--- config.mk ---
export PLATFORM = sky130hd
export DESIGN_NAME = gt_drp_arbiter
export DESIGN_NICKNAME = d
export VERILOG_FILES = /design/src/rtl/gt_drp_arbiter.sv
export SDC_FILE = /design/constraint.sdc
export NUM_CORES = 1
export LEC_CHECK = 0
export ABC_AREA = 1
export BUFFER_PORTS_ARGS = -buffer_cell sky130_fd_sc_hd__buf_2
export CORE_MARGIN = 3
export CORE_UTILIZATION = 53
export DETAILED_ROUTE_END_ITERATION = 6
export PLACE_DENSITY_LB_ADDON = 0.1
export SLEW_MARGIN = 25
export SYNTH_ARGS = -nofsm -noshare
export SYNTH_HDL_FRONTEND = slang
export SYNTH_SLANG_ARGS = --single-unit
--- constraint.sdc ---
create_clock -name i_drpclk_in -period 2.02 [get_ports i_drpclk_in]
set_clock_uncertainty 0.05 [all_clocks]
set_input_delay 0.505 -clock i_drpclk_in [delete_from_list [all_inputs] [get_ports i_drpclk_in]]
set_output_delay 0.505 -clock i_drpclk_in [all_outputs]
set_load 0.05 [all_outputs]
--- src/rtl/gt_drp_arbiter.sv ---
// Two-requester arbiter for a single GT channel DRP port. Requests are
// buffered per requester, granted round-robin, and issued one at a time.
// Each DRP transaction is bounded by a WAIT-state timeout.

// Per-requester request buffer and pending flag.
module gt_drp_req_lane (
  input  logic        clk,
  input  logic        rst,
  input  logic        en,
  input  logic        we,
  input  logic [8:0]  addr,
  input  logic [15:0] di,
  input  logic        clr,
  output logic        pend,
  output logic        buf_we,
  output logic [8:0]  buf_addr,
  output logic [15:0] buf_di
);
  // Latch on accept. Strobes are dropped while pending, which also
  // covers the DONE cycle because clr only fires while pend is set.
  always_ff @(posedge clk) begin
    if (rst) begin
      pend     <= 1'b0;
      buf_we   <= 1'b0;
      buf_addr <= '0;
      buf_di   <= '0;
    end else if (clr) begin
      pend <= 1'b0;
    end else if (en && !pend) begin
      pend     <= 1'b1;
      buf_we   <= we;
      buf_addr <= addr;
      buf_di   <= di;
    end
  end
endmodule

module gt_drp_arbiter #(
  parameter int TIMEOUT = 256
) (
  input  logic        i_drpclk_in,
  input  logic        i_drp_reset,
  input  logic        i_req0_en,
  input  logic        i_req1_en,
  input  logic        i_req0_we,
  input  logic        i_req1_we,
  input  logic [8:0]  i_req0_addr,
  input  logic [8:0]  i_req1_addr,
  input  logic [15:0] i_req0_di,
  input  logic [15:0] i_req1_di,
  output logic [15:0] o_req0_do,
  output logic [15:0] o_req1_do,
  output logic        o_req0_rdy,
  output logic        o_req1_rdy,
  output logic        o_req0_err,
  output logic        o_req1_err,
  output logic        o_req0_busy,
  output logic        o_req1_busy,
  output logic [8:0]  o_drpaddr,
  output logic [15:0] o_drpdi,
  output logic        o_drpen,
  output logic        o_drpwe,
  input  logic [15:0] i_drpdo,
  input  logic        i_drprdy
);
  typedef enum logic [1:0] {IDLE, ISSUE, WAIT, DONE} state_t;

  localparam logic [15:0] CNT_MAX = 16'(TIMEOUT - 1);

  state_t            state;
  logic              sel, last, pick;
  logic [15:0]       cnt;
  logic [1:0]        req_en, req_we, pend, clr, buf_we, rdy, err;
  logic [1:0][8:0]   req_addr, buf_addr;
  logic [1:0][15:0]  req_di, buf_di, rsp_do;

  assign req_en   = {i_req1_en, i_req0_en};
  assign req_we   = {i_req1_we, i_req0_we};
  assign req_addr = {i_req1_addr, i_req0_addr};
  assign req_di   = {i_req1_di, i_req0_di};

  for (genvar g = 0; g < 2; g++) begin : g_lane
    gt_drp_req_lane u_lane (
      .clk      (i_drpclk_in),
      .rst      (i_drp_reset),
      .en       (req_en[g]),
      .we       (req_we[g]),
      .addr     (req_addr[g]),
      .di       (req_di[g]),
      .clr      (clr[g]),
      .pend     (pend[g]),
      .buf_we   (buf_we[g]),
      .buf_addr (buf_addr[g]),
      .buf_di   (buf_di[g])
    );
  end

  // On a tie the requester not granted last wins.
  assign pick = (&pend) ? ~last : pend[1];
  // Pending of the served requester drops at the edge that leaves DONE.
  assign clr  = (state == DONE) ? {sel, ~sel} : 2'b00;

  // Arbitration FSM driving the DRP port and the per-requester responses.
  always_ff @(posedge i_drpclk_in) begin
    if (i_drp_reset) begin
      state     <= IDLE;
      sel       <= 1'b0;
      last      <= 1'b1;
      cnt       <= '0;
      o_drpen   <= 1'b0;
      o_drpwe   <= 1'b0;
      o_drpaddr <= '0;
      o_drpdi   <= '0;
      rdy       <= '0;
      err       <= '0;
      rsp_do    <= '0;
    end else begin
      o_drpen <= 1'b0;
      o_drpwe <= 1'b0;
      rdy     <= '0;
      err     <= '0;
      case (state)
        IDLE: if (|pend) begin
          sel       <= pick;
          o_drpen   <= 1'b1;
          o_drpwe   <= buf_we[pick];
          o_drpaddr <= buf_addr[pick];
          o_drpdi   <= buf_di[pick];
          state     <= ISSUE;
        end
        ISSUE: begin
          cnt   <= '0;
          state <= WAIT;
        end
        WAIT: begin
          // A response on the final count still wins over the timeout.
          if (i_drprdy) begin
            rsp_do[sel] <= i_drpdo;
            rdy[sel]    <= 1'b1;
            state       <= DONE;
          end else if (cnt == CNT_MAX) begin
            rsp_do[sel] <= 16'hFFFF;
            rdy[sel]    <= 1'b1;
            err[sel]    <= 1'b1;
            state       <= DONE;
          end else begin
            cnt <= cnt + 16'd1;
          end
        end
        DONE: begin
          last  <= sel;
          state <= IDLE;
        end
        default: state <= IDLE;
      endcase
    end
  end

  assign o_req0_do   = rsp_do[0];
  assign o_req1_do   = rsp_do[1];
  assign o_req0_rdy  = rdy[0];
  assign o_req1_rdy  = rdy[1];
  assign o_req0_err  = err[0];
  assign o_req1_err  = err[1];
  assign o_req0_busy = pend[0];
  assign o_req1_busy = pend[1];
endmodule
==> impl_metrics.py, run 1 <==
metrics = {
    "floorplan": {
        "coreArea_um2": 10500,
        "dieArea_um2": 12200,
        "die_x_um": 111,
        "ios": 138,
        "initial_core_util": 0.553,
        "die_h_um": 111,
        "row_count": 37,
    },
    "timing": {
        "fin_crit_sh": 0.914,
        "period_needed_ns": 1.85,
        "tightest_slew_ns": 0.467,
        "grt_setup_unrepaired": "no",
        "hold_ws_ns": 0.177,
        "drv_slew": 0,
        "setup_ws_ns": 0.174,
        "final_hold_viol_count": 0,
        "max_slew_margin": 0.689,
        "max_freq_mhz": 542,
        "setup_violations": 0,
    },
    "routing": {
        "drc": 0,
        "ant_nets": 0,
        "wl_per_cell_um": 13.5,
        "via_per_inst": 5.16,
        "vias": 5421,
        "wirelength_um": 14100,
        "dr.pass1.iters": 5,
        "drt_iter0_markers": 344,
    },
    "cts": {
        "cts_tree": "yes",
        "cts_resized": 1,
        "clock-root-buffer": "clkbuf_8",
        "cts-htree-levels": 4,
        "hold_buffers": 0,
        "clk_latency_ns": 0.52,
        "clk_pin_slew_ns": 0.06,
        "cts_buffers": 17,
        "cts_sinks": 137,
        "cts.path.max_buffers": 2,
        "postCtsSetupBuffers": 0,
    },
    "pwr": {
        "seqPwrFrac": 0.374,
        "p_per_area_nw_per_um2": 1260,
        "power_uw": 8960,
        "vdd_drop_max_mv": 0.755,
        "internal_power_uw": 5530,
        "comb_power_share": 0.303,
        "clkPwrFrac": 0.323,
        "swShare": 0.383,
        "p_switching_uw": 3430,
        "power_leakage_uw": 0.00318,
    },
    "logic_synthesis": {
        "postSynthNetCount": 857,
        "yosys_warnings": 0,
        "synth_seq_cells": 137,
        "syn_avg_cell_area_um2": 7.44,
        "yosysSeqAreaShare": 0.474,
        "postSynthCellCount": 778,
        "syn_area_um2": 5790,
        "yosysUniqueCellTypes": 35,
    },
    "global_routing": {
        "grt_pass1_wl_um": 23500,
        "grt_max_degree": 123,
        "antenna_found_initial": 0,
        "grt_pass1_vias": 4980,
        "gr-total-overflow": 0,
        "grt_usage": 0.232,
    },
    "outcome": {
        "status": "complete, no violations",
    },
    "setup_path": {
        "path_cells": "inv_1 -> ha_1 -> clkinv_1 -> nand2_1 -> nand2_4 -> inv_2 -> nand3_1 -> nand2_1",
        "cp_common_cell": "nand2_1",
        "start_kind": "flip-flop",
        "cp.arrival_ns": 2.26,
        "path_max_fanout": 10,
        "max_stage_delay_ns": 0.36,
        "cp.required_ns": 2.44,
        "end_kind": "flip-flop",
        "crit_type": "flip-flop to flip-flop",
        "cpMaxStageDelayCell": "nand2_1",
    },
    "cells_and_area": {
        "drive_gt1_frac": 0.236,
        "nFillCells": 915,
        "layout.nets": 980,
        "layout_common_cells": "140 x nor2_1, 137 x dfxtp_1, 137 x buf_2, 136 x nand2_1, 82 x o21ai_0",
        "antenna_cells": 0,
        "layout_commonest_cell": "nor2_1",
        "layout-area-overhead-vs-synth_pct": 22.9,
        "fin_area_um2": 7110,
        "instances_no_fill": 1050,
    },
    "placed_design": {
        "numPlacedInstances": 1018,
        "placed_area_um2": 6550,
        "place_congestion": 0.859,
        "io_buffers": 137,
        "dp_hpwl_um": 9270,
        "pre_cts_ws_ns": -0.0308,
    },
    "hold_path": {
        "hold_class": "primary input to flip-flop",
    },
    "run": {
        "cap_viol_max_count": 0,
    },
}
==> sequential cells by signal (all words and copies together), names as in the netlist <==
signal                  count
sel                         1
last                        1
state                       2
g_lane.u_lane.buf_addr     18
g_lane.u_lane.pend          2
cnt                        16
o_drpaddr                   9
o_req0_do                  16
err                         2
o_drpdi                    16
rdy                         2
o_req1_do                  16
g_lane.u_lane.buf_we        2
g_lane.u_lane.buf_di       32
o_drpwe                     1
o_drpen                     1
==> cell families (layout without fill, tap and decap cells) <==
group / after synthesis / after routing / synth area share
buffers and inverters: 120 / 256 / 0.0843
DFF: 137 / 137 / 0.474
xor gates and xnor gates: 2 / 2 / 0.00303
adders and majority gates: 6 / 6 / 0.0130
AOI/OAI and AO/OA: 158 / 158 / 0.158
and+or+nand+nor: 355 / 355 / 0.268
==> area by class of cell <==
| type | count | area (um^2) | share of cell area |
|---|---|---|---|
| timing repair buffer | 149 | 801 | 0.113 |
| clock inverter | 12 | 114 | 0.0160 |
| clock buffer | 20 | 445 | 0.0626 |
| multi-input combinational | 521 | 2560 | 0.360 |
| sequential | 137 | 2740 | 0.386 |
| inverter | 75 | 283 | 0.0397 |
| tap | 136 | 170 | 0.0239 |
==> metrics by stage <==
| stage | TNS (ns) | utilization |
|---|---|---|
| 3_3_place_gp | 0 | 0.626 |
| 3_5_place_dp | -0.0308 | 0.626 |
| 6_report | 0 | 0.680 |
| 2_1_floorplan | 0 | - |
| 5_1_grt | 0 | 0.680 |
| 4_1_cts | 0 | 0.680 |
==> per-layer routing <==
metal	vias to the layer above	track usage	wire length (um)	share of wire
li1	2780	-	-	-
met1	2438	0.296	6270	0.44
met2	191	0.378	6750	0.48
met3	12	0.0723	980	0.069
met4	0	0.0698	130	0.0092
met5	-	0	0	0
==> worst paths after layout <==
kind / startpoint / to / slack, ns / depth (start not counted)
min: i_req1_addr[8] / g_lane[1].u_lane.buf_addr[8] / 0.18 / 3
min reg2reg: o_req1_do[15] / o_req1_do[15] / 0.39 / 2
max reg2reg: state[0] / cnt[13] / 0.17 / 8
max: state[0] / cnt[13] / 0.17 / 8
==> power groups by stage <==
stage | logic (uW) | clock network [uW] | registers (uW)
floorplan | 1250 | 0 | 4180
detailed placement | 2710 | 0 | 3400
global route | 2960 | 3080 | 3400
global placement | 2660 | 0 | 3400
CTS | 2720 | 2940 | 3350
finish | 2710 | 2900 | 3360
==> synth_stat cells, drive strengths merged <==
cell    number  area, um^2
clkinv       4        15.0
buf         17         101
clkbuf      28         105
nor3b        1        7.51
nand3       32         203
nand4       33         206
nor2       142         543
or2          1        6.26
nor3         4        20.0
a31oi       25         156
nand2      141         557
a211oi       1        7.51
o21bai       2        15.0
ha           6        75.1
o211a        1        10.0
dfxtp      137        2740
o21ai       83         419
o211ai       1        7.51
a21oi       45         300
inv         71         267
xnor2        2        17.5
nand3b       1        7.51
==> worst max-delay path: cells and delay by family, from the launching register on <==
| kind | cells | cell delay, ns |
|---|---|---|
| adders and majority gates | 1 | 0.31 |
| buffers and inverters | 3 | 0.43 |
| DFF | 1 | 0.33 |
| and+or+nand+nor | 4 | 0.68 |
(Power assumes the default switching activity.)
==> run 2: changes to the inputs <==
--- a/config.mk
+++ b/config.mk
@@ -10,7 +10,7 @@
 export CORE_MARGIN = 3
 export CORE_UTILIZATION = 53
 export DETAILED_ROUTE_END_ITERATION = 6
-export PLACE_DENSITY_LB_ADDON = 0.1
+export PLACE_DENSITY_LB_ADDON = 0.25
 export SLEW_MARGIN = 25
 export SYNTH_ARGS = -nofsm -noshare
 export SYNTH_HDL_FRONTEND = slang
==> run 2 against run 1 <==
Net effect: die area unchanged; setup slack got worse by 0.029 ns; global-route usage increased by 0.43 points; non-clock buffer count increased by 4; wire length increased by 2.5%; critical path depth decreased by 7; first-iteration DRC count decreased by 5.2%; register-to-register slack improved by 0.08 ns; core utilization increased by 1.3 points; sequential share of layout area decreased by 0.72 points; power increased by 5.4%; combinational power increased by 3%; critical path type is now flip-flop to output pin; largest power group unchanged; highest routed layer unchanged.
==> impl_metrics.py, run 2 (synthesized netlist as in run 1, its figures left out) <==
metrics = {
    "outcome": {
        "status": "complete, no violations",
    },
    "setup_path": {
        "cp.required_ns": 1.46,
        "max_stage_delay_ns": 0.48,
        "cpMaxStageDelayCell": "dfxtp_1",
        "crit_family": "flip-flops",
        "start_kind": "flip-flop",
        "end_kind": "output pin",
        "cp.arrival_ns": 1.32,
        "crit_type": "flip-flop to output pin",
        "path_max_fanout": 6,
        "path_cells": "buf_2",
        "path_buf_inv": 1,
    },
    "floorplan": {
        "dieArea_um2": 12200,
        "die_x_um": 111,
        "die_h_um": 111,
        "ios": 138,
        "initial_core_util": 0.553,
        "coreArea_um2": 10500,
        "row_count": 37,
    },
    "hold_path": {
        "hold_class": "primary input to flip-flop",
    },
    "timing": {
        "setup_violations": 0,
        "drv_slew": 0,
        "grt_setup_unrepaired": "no",
        "final_hold_viol_count": 0,
        "max_slew_margin": 0.766,
        "max_freq_mhz": 533,
        "setup_tns_ns": 0,
        "tightest_slew_ns": 0.352,
        "fin_crit_sh": 0.928,
        "period_needed_ns": 1.88,
    },
    "routing": {
        "wirelength_um": 14500,
        "drc": 0,
        "ant_nets": 0,
        "drt_iter0_markers": 326,
        "wl_per_cell_um": 13.7,
        "vias": 5551,
        "via_per_inst": 5.27,
        "dr.pass1.iters": 5,
    },
    "pwr": {
        "p_per_area_nw_per_um2": 1300,
        "vdd_drop_max_mv": 0.762,
        "power_leakage_uw": 0.00325,
    },
    "cells_and_area": {
        "fin_util": 0.693,
        "regMostFlops": "g_lane.u_lane.buf_di",
        "regArea_um2": 2740,
        "antenna_cells": 0,
        "largest_register_ffs": 32,
        "largest_registers": "g_lane.u_lane.buf_di (32), g_lane.u_lane.buf_addr (18)",
        "layout.nets": 984,
        "drive_gt1_frac": 0.240,
        "multi_input_area_um2": 2560,
        "fin_area_um2": 7250,
        "nFillCells": 876,
        "layout-area-overhead-vs-synth_pct": 25.2,
        "instances_no_fill": 1054,
        "layout_common_cells": "140 x nor2_1, 137 x dfxtp_1, 137 x buf_2, 136 x nand2_1, 82 x o21ai_0",
        "layout_commonest_cell": "nor2_1",
    },
    "global_routing": {
        "gr-total-overflow": 0,
        "grt_max_degree": 59,
        "grt_usage": 0.237,
        "grt_pass1_vias": 5235,
        "antenna_found_initial": 0,
        "grt_pass1_wl_um": 24200,
    },
    "run": {
        "cap_viol_max_count": 0,
    },
    "cts": {
        "cts_buffers": 17,
        "cts-htree-levels": 4,
        "postCtsSetupBuffers": 0,
        "cts_sinks": 137,
        "clock-root-buffer": "clkbuf_8",
        "clk_pin_slew_ns": 0.06,
        "cts.path.max_buffers": 2,
        "clk_latency_ns": 0.52,
        "cts_tree": "yes",
    },
    "placed_design": {
        "io_buffers": 137,
        "place_congestion": 0.810,
        "dp_hpwl_um": 9710,
        "placed_area_um2": 6610,
        "numPlacedInstances": 1022,
    },
}
run 2: cell types whose count changed in the layout (fill, tap and decap cells not counted), moves of 2 or more:
cell / change
buf_12: +2
buf_4: +2
bufinv_16: +3
clkbuf_8: +2
clkinvlp_4: -2
inv_6: -3
run 2: final timing paths:
kind	startpoint	endpoint	slack, ns	cells after the start
max	g_lane[0].u_lane.pend	o_req0_busy	0.14	1
min	i_req1_di[8]	g_lane[1].u_lane.buf_di[8]	0.18	3
max reg2reg	state[0]	o_req1_do[0]	0.25	5
min reg2reg	o_req1_do[1]	o_req1_do[1]	0.39	2
run 2: per-stage QoR:
stage               setup slack (ns)  power (uW)  hold WS [ns]
CTS                            0.138        9460         0.175
finish                         0.145        9440         0.181
floorplan                      0.331        5430         0.379
global placement               0.233        6090         0.383
global route                  0.0940        9900         0.183
detailed placement             0.183        6170         0.384
run 2: report_power, final:
part           leakage, uW  switching, uW  total [uW]  internal (uW)
Clock             0.000312           1160        3300           2140
Sequential         0.00112            244        3360           3120
Combinational      0.00181           2040        2780            742
Total              0.00325           3440        9440           6000
run 2: cell type report:
cell class | instances | share of cell area
Sequential cell | 137 | 0.378
Tap cell | 136 | 0.0235
Multi-Input combinational cell | 521 | 0.353
Timing Repair Buffer | 153 | 0.118
Clock buffer | 22 | 0.0652
Inverter | 75 | 0.0394
Clock inverter | 10 | 0.0226
run 2: per-layer routing:
| layer | GRT usage | vias to the layer above | part of all wire |
|---|---|---|---|
| met4 | 0.0813 | 0 | 0.017 |
| met1 | 0.304 | 2528 | 0.44 |
| li1 | - | 2797 | - |
| met3 | 0.0597 | 23 | 0.068 |
| met5 | 0 | - | 0 |
| met2 | 0.388 | 203 | 0.48 |
run 2: repair_timing:
| action | 4_1_cts | 5_1_grt |
|---|---|---|
| resized for setup | 0 | 1 |
| setup endpoints to repair | 0 | 10 |
| hold endpoints to repair | 0 | 0 |
| hold buffers | 0 | 0 |
==> run 3: changes to the inputs <==
--- a/config.mk
+++ b/config.mk
@@ -8,7 +8,7 @@
 export ABC_AREA = 1
 export BUFFER_PORTS_ARGS = -buffer_cell sky130_fd_sc_hd__buf_2
 export CORE_MARGIN = 3
-export CORE_UTILIZATION = 53
+export CORE_UTILIZATION = 30
 export DETAILED_ROUTE_END_ITERATION = 6
 export PLACE_DENSITY_LB_ADDON = 0.25
 export SLEW_MARGIN = 25
==> run 3 against run 2 <==
Net effect: critical path depth is the same; flip-flop and latch count unchanged; global-route usage decreased by 8.6 points; setup slack improved by 0.12 ns; non-clock buffer count did not move; via count down 3.0%; register-to-register slack better by 0.04 ns; core utilization decreased by 30 points; largest cell class unchanged.
==> impl_metrics.py, run 3 (synthesized netlist as in run 1, its figures left out) <==
metrics = {
    "cells_and_area": {
        "fin_area_um2": 7360,
        "layout.nets": 984,
        "regMostFlops": "g_lane.u_lane.buf_di",
        "antenna_cells": 0,
        "layout_commonest_cell": "nor2_1",
        "layout_common_cells": "140 x nor2_1, 137 x dfxtp_1, 137 x buf_2, 136 x nand2_1, 82 x o21ai_0",
        "layout-area-overhead-vs-synth_pct": 27.1,
        "largest_register_ffs": 32,
        "fin_util": 0.391,
        "largest_registers": "g_lane.u_lane.buf_di (32), g_lane.u_lane.buf_addr (18)",
        "drive_gt1_frac": 0.238,
    },
    "pwr": {
        "internal_power_uw": 5850,
        "clkPwrFrac": 0.339,
        "swShare": 0.370,
        "p_per_area_nw_per_um2": 1260,
        "comb_power_share": 0.298,
        "p_switching_uw": 3440,
        "vdd_drop_max_mv": 0.683,
        "power_leakage_uw": 0.00323,
        "seqPwrFrac": 0.363,
    },
    "cts": {
        "clock-root-buffer": "clkbuf_16",
        "cts_sinks": 137,
        "clk_pin_slew_ns": 0.06,
        "cts_buffers": 17,
        "cts-htree-levels": 4,
        "hold_buffers": 0,
        "clk_latency_ns": 0.41,
        "cts_tree": "yes",
        "cts.path.max_buffers": 2,
        "postCtsSetupBuffers": 0,
    },
    "floorplan": {
        "dieArea_um2": 21000,
        "die_h_um": 145,
        "initial_core_util": 0.307,
        "ios": 138,
        "coreArea_um2": 18800,
        "row_count": 50,
        "die_x_um": 145,
    },
    "routing": {
        "drc": 0,
        "ant_nets": 0,
        "dr.pass1.iters": 4,
        "wl_per_cell_um": 13.2,
        "via_per_inst": 4.58,
        "drt_iter0_markers": 310,
        "vias": 5383,
        "wirelength_um": 15500,
    },
    "setup_path": {
        "end_kind": "output pin",
        "crit_type": "flip-flop to output pin",
        "start_kind": "flip-flop",
        "path_cells": "buf_2",
        "cpMaxStageDelayCell": "dfxtp_1",
        "max_stage_delay_ns": 0.47,
        "cp.required_ns": 1.46,
        "path_buf_inv": 1,
        "cp.arrival_ns": 1.20,
        "path_max_fanout": 6,
        "crit_family": "flip-flops",
    },
    "global_routing": {
        "antenna_found_initial": 0,
        "grt_max_degree": 69,
        "gr-total-overflow": 0,
        "grt_pass1_wl_um": 26200,
        "grt_pass1_vias": 5158,
        "grt_usage": 0.151,
    },
    "placed_design": {
        "place_congestion": 0.801,
        "dp_hpwl_um": 10500,
        "placed_area_um2": 6750,
        "io_buffers": 137,
    },
    "timing": {
        "grt_setup_unrepaired": "no",
        "drv_slew": 0,
        "setup_violations": 0,
        "max_freq_mhz": 570,
        "fin_crit_sh": 0.868,
        "setup_tns_ns": 0,
        "final_hold_viol_count": 0,
        "tightest_slew_ns": 0.381,
        "max_slew_margin": 0.743,
        "period_needed_ns": 1.75,
    },
    "run": {
        "cap_viol_max_count": 0,
    },
    "outcome": {
        "status": "complete, no violations",
    },
    "hold_path": {
        "hold_class": "primary input to flip-flop",
    },
}
-- run 3: changes by cell type in the layout (fill, tap and decap cells not counted), sizes merged --
cell,previous run,this run
bufinv,4,3
inv,72,71
clkbuf,22,19
clkinv,7,10
-- run 3: stage by stage --
stage	setup slack [ns]	hold WS, ns	instances	total power [uW]
after floorplan	0.331	0.379	778	5430
after global placement	0.232	0.382	1146	6200
after detailed placement	0.154	0.383	1146	6220
after CTS	0.131	0.268	1176	9430
after global routing	0.0832	0.272	1176	9840
final	0.266	0.286	1176	9290
-- run 3: per-layer routing --
layer | vias up | track usage | wire [um]
met5 | - | 0 | 0
met3 | 5 | 0.0437 | 799
met4 | 0 | 0.0366 | 113
li1 | 2791 | - | -
met1 | 2479 | 0.198 | 7490
met2 | 108 | 0.246 | 7140
-- run 3: layout make-up --
class                      count  area, um^2
clock buffer                  19         453
clock inverter                11         146
fill                        2016       11500
inverter                      75         283
multi-input combinational    521        2570
sequential                   137        2740
tap                          260         325
timing repair buffer         153         843
-- run 3: worst paths after layout --
| check | from | endpoint | slack [ns] | depth (start not counted) |
|---|---|---|---|---|
| setup / recovery | g_lane[0].u_lane.pend | o_req0_busy | 0.27 | 1 |
| hold / removal | i_req1_addr[6] | g_lane[1].u_lane.buf_addr[6] | 0.29 | 3 |
| setup reg to reg | state[0] | cnt[1] | 0.29 | 8 |
| hold reg to reg | o_req0_do[3] | o_req0_do[3] | 0.39 | 2 |
-- run 3: power groups by stage --
stage / Combinational (uW) / Sequential (uW) / Clock [uW]
global route: 3060 / 3420 / 3360
global placement: 2780 / 3420 / 0
finish: 2770 / 3370 / 3150
CTS: 2800 / 3370 / 3250
floorplan: 1250 / 4180 / 0
detailed placement: 2800 / 3420 / 0
-- run 3: worst register-to-register path: stages, from the launching register on --
cell and delay, ns:
dfxtp_1 0.33, inv_1 0.12, ha_1 0.34, clkinv_1 0.13, nand2_1 0.25, nand2_4 0.13
inv_2 0.17, nand3_1 0.09, nand2_1 0.06
-- run 3: what timing repair did --
item	4_1_cts	5_1_grt
gates resized for setup	0	1
endpoints found under the setup margin	0	25
hold endpoints to repair	0	0
